`src/rtl/clock_timer_unit.sv`:
```
// Free-running cycle counter, prescaled tick counter and per-channel tick
// compare interrupts behind a 32-bit word-addressed register port.
// Optional feature: define CLOCK_TIMER_SNAPSHOT_EN so that a lo read latches the
// counter's upper word, and the next hi read returns that latched word (atomic
// 64-bit read).
module clock_timer_unit #(
  parameter int unsigned COUNTER_WIDTH = 64,
  parameter int unsigned TICK_DIVISOR  = 50000,
  parameter int unsigned NUM_CHANNELS  = 2
) (
  input  logic                     core_clock,
  input  logic                     reset,
  input  logic                     count_en,
  input  logic                     rd_en,
  input  logic                     wr_en,
  input  logic [3:0]               addr,
  input  logic [31:0]              wr_data,
  output logic [31:0]              rd_data,
  output logic                     rd_valid,
  output logic [COUNTER_WIDTH-1:0] cycle_count,
  output logic [COUNTER_WIDTH-1:0] tick_count,
  output logic [NUM_CHANNELS-1:0]  irq
);

  localparam int unsigned W  = COUNTER_WIDTH;
  localparam int unsigned HW = COUNTER_WIDTH - 32;
  localparam int unsigned PW = $clog2(TICK_DIVISOR);
  localparam logic [PW-1:0] PresMax = PW'(TICK_DIVISOR - 1);

  logic [W-1:0]  cycle_q, cycle_d;
  logic [W-1:0]  tick_q, tick_d;
  logic [PW-1:0] presc_q, presc_d;
  logic [W-1:0]  cmp_q [NUM_CHANNELS];
  logic [W-1:0]  cmp_d [NUM_CHANNELS];
  logic [NUM_CHANNELS-1:0] irq_q, irq_d;
  logic [31:0]   rd_data_q, rd_word;
  logic          rd_valid_q;

  logic [63:0]   c64, t64;
  logic [2:0]    ch_idx;
  logic          ch_hit, cyc_wr, tick_wr;

  // Channel k lives at word pair 4+2k/5+2k.
  assign ch_idx  = addr[3:1] - 3'd2;
  assign ch_hit  = (addr[3:2] != 2'b00) && (32'(ch_idx) < NUM_CHANNELS);
  assign cyc_wr  = wr_en && (addr[3:1] == 3'd0);
  assign tick_wr = wr_en && (addr[3:1] == 3'd1);
  assign c64     = 64'(cycle_q);
  assign t64     = 64'(tick_q);

`ifdef CLOCK_TIMER_SNAPSHOT_EN
  logic [31:0] cyc_snap_q, tick_snap_q;

  // Capture upper words on lo reads so a following hi read is coherent.
  always_ff @(posedge core_clock or posedge reset) begin
    if (reset) begin
      cyc_snap_q  <= '0;
      tick_snap_q <= '0;
    end else if (rd_en) begin
      if (addr == 4'd0) cyc_snap_q  <= c64[63:32];
      if (addr == 4'd2) tick_snap_q <= t64[63:32];
    end
  end
`endif

  // Counter, prescaler and compare next-state; writes override increments.
  always_comb begin
    cycle_d = cycle_q;
    tick_d  = tick_q;
    presc_d = presc_q;
    for (int k = 0; k < NUM_CHANNELS; k++) cmp_d[k] = cmp_q[k];

    if (count_en) begin
      cycle_d = cycle_q + W'(1);
      if (presc_q == PresMax) begin
        presc_d = '0;
        tick_d  = tick_q + W'(1);
      end else begin
        presc_d = presc_q + PW'(1);
      end
    end

    if (cyc_wr) begin
      cycle_d = cycle_q;
      if (addr[0]) cycle_d[W-1:32] = wr_data[HW-1:0];
      else         cycle_d[31:0]   = wr_data;
    end

    if (tick_wr) begin
      tick_d  = tick_q;
      presc_d = '0;
      if (addr[0]) tick_d[W-1:32] = wr_data[HW-1:0];
      else         tick_d[31:0]   = wr_data;
    end

    if (wr_en && ch_hit) begin
      for (int k = 0; k < NUM_CHANNELS; k++) begin
        if (3'(k) == ch_idx) begin
          if (addr[0]) cmp_d[k][W-1:32] = wr_data[HW-1:0];
          else         cmp_d[k][31:0]   = wr_data;
        end
      end
    end
  end

  // Interrupt levels compare the current registers, so they lag by one cycle.
  always_comb begin
    irq_d = '0;
    for (int k = 0; k < NUM_CHANNELS; k++) irq_d[k] = (tick_q >= cmp_q[k]);
  end

  // Read mux over pre-write register values; unmapped words read as zero.
  always_comb begin
    rd_word = '0;
    case (addr[3:1])
      3'd0: begin
`ifdef CLOCK_TIMER_SNAPSHOT_EN
        rd_word = addr[0] ? cyc_snap_q : c64[31:0];
`else
        rd_word = addr[0] ? c64[63:32] : c64[31:0];
`endif
      end
      3'd1: begin
`ifdef CLOCK_TIMER_SNAPSHOT_EN
        rd_word = addr[0] ? tick_snap_q : t64[31:0];
`else
        rd_word = addr[0] ? t64[63:32] : t64[31:0];
`endif
      end
      default: begin
        if (ch_hit) begin
          for (int k = 0; k < NUM_CHANNELS; k++) begin
            if (3'(k) == ch_idx) begin
              rd_word = addr[0] ? 32'(cmp_q[k] >> 32) : cmp_q[k][31:0];
            end
          end
        end
      end
    endcase
  end

  // Counter and prescaler state.
  always_ff @(posedge core_clock or posedge reset) begin
    if (reset) begin
      cycle_q <= '0;
      tick_q  <= '0;
      presc_q <= '0;
    end else begin
      cycle_q <= cycle_d;
      tick_q  <= tick_d;
      presc_q <= presc_d;
    end
  end

  // Compare registers reset to all ones so no channel fires out of reset.
  always_ff @(posedge core_clock or posedge reset) begin
    if (reset) begin
      for (int k = 0; k < NUM_CHANNELS; k++) cmp_q[k] <= '1;
    end else begin
      for (int k = 0; k < NUM_CHANNELS; k++) cmp_q[k] <= cmp_d[k];
    end
  end

  // Registered interrupt outputs.
  always_ff @(posedge core_clock or posedge reset) begin
    if (reset) irq_q <= '0;
    else       irq_q <= irq_d;
  end

  // Read response: data updates only on a read, so it holds between pulses.
  always_ff @(posedge core_clock or posedge reset) begin
    if (reset) begin
      rd_data_q  <= '0;
      rd_valid_q <= 1'b0;
    end else begin
      rd_valid_q <= rd_en;
      if (rd_en) rd_data_q <= rd_word;
    end
  end

  assign rd_data     = rd_data_q;
  assign rd_valid    = rd_valid_q;
  assign cycle_count = cycle_q;
  assign tick_count  = tick_q;
  assign irq         = irq_q;

endmodule

```
`config.mk`:
```
export PLATFORM = sky130hd
export DESIGN_NAME = clock_timer_unit
export DESIGN_NICKNAME = d
export VERILOG_FILES = /design/src/rtl/clock_timer_unit.sv
export SDC_FILE = /design/constraint.sdc
export NUM_CORES = 1
export LEC_CHECK = 0
export ABC_CLOCK_PERIOD_IN_PS = 18930
export BUFFER_PORTS_ARGS = -buffer_cell sky130_fd_sc_hd__buf_2
export CAP_MARGIN = 30
export CORE_MARGIN = 4
export CORE_UTILIZATION = 30
export CTS_CLUSTER_SIZE = 25
export DETAILED_ROUTE_END_ITERATION = 12
export HOLD_SLACK_MARGIN = 0.03
export MAX_ROUTING_LAYER = met4
export SLEW_MARGIN = 40
export SYNTH_ARGS = -nofsm -noshare
export SYNTH_HDL_FRONTEND = slang
export SYNTH_SLANG_ARGS = --single-unit
export TNS_END_PERCENT = 50
```
`constraint.sdc`:
```
create_clock -name core_clock -period 18.93 [get_ports core_clock]
set_clock_uncertainty 0.1 [all_clocks]
set_input_delay 0.9465 -clock core_clock [delete_from_list [all_inputs] [get_ports core_clock]]
set_output_delay 0.9465 -clock core_clock [all_outputs]
set_load 0.03 [all_outputs]
```
==> run summary <==
synth top area cells -> dfrtp_1 (22%), dfstp_2 (16%), ha_1 (8.1%)
RSZ-0062 raised after global routing -> no
setup repair bufs after CTS -> 0
clock buffer depth -> 3
Min Hold Slack -> 395 ps
worst-case reg-to-reg path depth -> 7
Setup crit end kind -> register
Lkg Pwr -> 10.5 nW
register area share after synthesis -> 0.384
final period utilization -> 0.189
Layout area overhead -> 15.4%
RR Endpoint -> tick_count[62]
Placed Cells incl. Taps -> 3374
# DRC -> 0
DR vias -> 19800
post-cts resize count -> 0
top-area cell type share of the netlist area -> 0.219
num rows -> 95
number of synthesis warnings -> 0
drt first pass iters -> 6
total track usage -> 0.231
area leader, netlist -> dfrtp_1
first-pass GRT wire length -> 124000 um
die height -> 269 um
slew of the pin with the lowest slew margin -> 879 ps
H-tree depth -> 2
R2R setup slack -> 15350 ps
most frequent cell after synthesis -> nand2_1
Num CTS Buffers -> 39
FMAX -> 279 MHz
synthesized area -> 20400 um2
root buf cell -> clkbuf_16
Arr. time, crit path -> 3960 ps
Detailed Route Iter0 Violations -> 2291
clock-pin slew on the worst setup and hold paths -> 60 ps
Worst Hold Class -> in -> async
Most used DFF post-synth -> dfrtp_1
effective utilization at floorplan -> 0.304
die width -> 269 um
CP Launch Type -> register
Worst Path Required -> 19310 ps
outcome -> finished clean
Post-Syn Nets -> 2608
Final min period -> 3580 ps
core box area -> 67300 um2
largest net degree at the start of global routing -> 117
CTS tree -> built
Routed Antenna Nets -> 0
final hold viol count -> 0
layout cells sized above 1 -> 0.182
Setup Viol. Count Final -> 0
Unique masters post-synth -> 81
fin nets -> 2717
setup TNS -> 0 ps
syn_area_per_cell -> 8.39 um2
cells after synthesis -> 2434
Non-Filler Instances -> 3445
initial antenna violation count -> 2
max-cap violations -> 0
Slew HR -> 0.414
clk_lat worst skew -> 560 ps
worst r2r src -> tick_count[1]
number of global-route vias before repair -> 18600
Post-synth EDFFs -> 0
share of flip-flops with an asynchronous set or reset -> 1.00
pwr dens -> 105 nW/um2
Top Ports -> 204
GRT Residual Overflow -> 0
post-DP HPWL -> 59200 um
critical path peak fanout -> 10
Max Slew Vio Count -> 0
Routed WL per cell -> 24.1 um
Routability Congestion -> 0.909
Setup Crit Path Kind -> reg -> reg
drt via density -> 5.76
CTS Hold Bufs -> 0
die area -> 72300 um2
Peak supply drop -> 0.0724 mV
Post-synth top cells -> nand2_1 (281), a21oi_1 (214), o21ai_0 (207)
Seq cells post-synth -> 307
fill count -> 7029
Port Buffers -> 203
Clock Sinks -> 307
Detailed Route WL -> 83100 um
cells in the final DEF, fill, tap and decap left out, drive strengths merged, types with 26 or more instances in the layout:
cell type,Yosys,routed
nand4,55,55
dfstp,128,128
nand2,281,281
nor3,52,52
a31oi,26,26
ha,133,133
o22ai,101,101
clkbuf,138,64
buf,26,231
mux2i,133,133
nor4,34,34
o21ai,209,209
nand3,80,80
dfrtp,179,179
a22oi,37,37
a21oi,214,214
and3,29,29
nor2,176,176
inv,157,157
power breakdown:
| group | switching [mW] | total, mW | internal [mW] | leakage [nW] |
|---|---|---|---|---|
| logic | 0.476 | 0.713 | 0.236 | 6.32 |
| clock network | 0.308 | 0.753 | 0.445 | 0.615 |
| registers | 0.176 | 1.00 | 0.824 | 3.52 |
| total | 0.960 | 2.47 | 1.51 | 10.5 |
sequential cells by signal, indices dropped and copies added, names as in the netlist:
register / cells
rd_valid: 1
presc_q: 16
rd_data: 32
cycle_count: 64
cmp_q: 128
tick_count: 64
irq: 2
stage by stage:
step           worst slack (ps)  power [mW]   util  instance area [um2]
4_1_cts                   15240        2.47  0.350                23500
6_report                  15350        2.47  0.350                23600
5_1_grt                   15260        2.60  0.350                23600
3_5_place_dp              14850        1.72  0.331                22300
2_1_floorplan              9610        1.43      -                20400
3_3_place_gp              14870        1.70  0.330                22200
logic make-up (layout without fill, tap and decap cells):
| logic type | Yosys count | in the layout | synth area share |
|---|---|---|---|
| flip-flops | 307 | 307 | 0.384 |
| AND/OR/NAND/NOR | 788 | 788 | 0.185 |
| multiplexers | 137 | 137 | 0.0674 |
| XOR/XNOR | 10 | 10 | 0.00429 |
| AO/OA/AOI/OAI | 737 | 737 | 0.218 |
| buffers and inverters | 322 | 459 | 0.0603 |
| other | 0 | 1 | 0 |
| adder cells (fa/ha/maj) | 133 | 133 | 0.0815 |
worst max path at each step:
stage	from	to	slack [ps]	cells after the start
finish	tick_count[1]	tick_count[62]	15350	7
global route	tick_count[1]	tick_count[62]	15260	7
CTS	presc_q[10]	tick_count[18]	15240	6
detailed placement	addr[2]	tick_count[18]	14850	7
global placement	addr[2]	tick_count[43]	14870	7
floorplan	reset	cycle_count[0]	9610	1
final cells by class:
cell class	count	area (um2)	area share
timing repair buffer	232	1280	0.0542
clock inverter	6	57.6	0.00244
tap	873	1090	0.0464
inverter	158	606	0.0257
antenna	1	2.50	0.000106
clock buffer	63	1200	0.0509
multi-input combinational	1805	11500	0.487
sequential	307	7840	0.333
critical path, cell delays in order, from the launching register on:
cell and delay (ps):
dfrtp_1 520, ha_1 280, nand3_1 190, nor4_2 750, nand4_1 560, or2_1 490
or4_1 500, o211ai_1 100
layer usage:
metal | GRT usage | up-vias | share of wire
met5 | - | - | 0
met4 | 0.0650 | 0 | 0.031
met3 | 0.0503 | 164 | 0.086
met2 | 0.361 | 897 | 0.46
met1 | 0.305 | 9676 | 0.43
li1 | - | 9105 | -
Note: power is estimated with default switching activity, not from simulation.
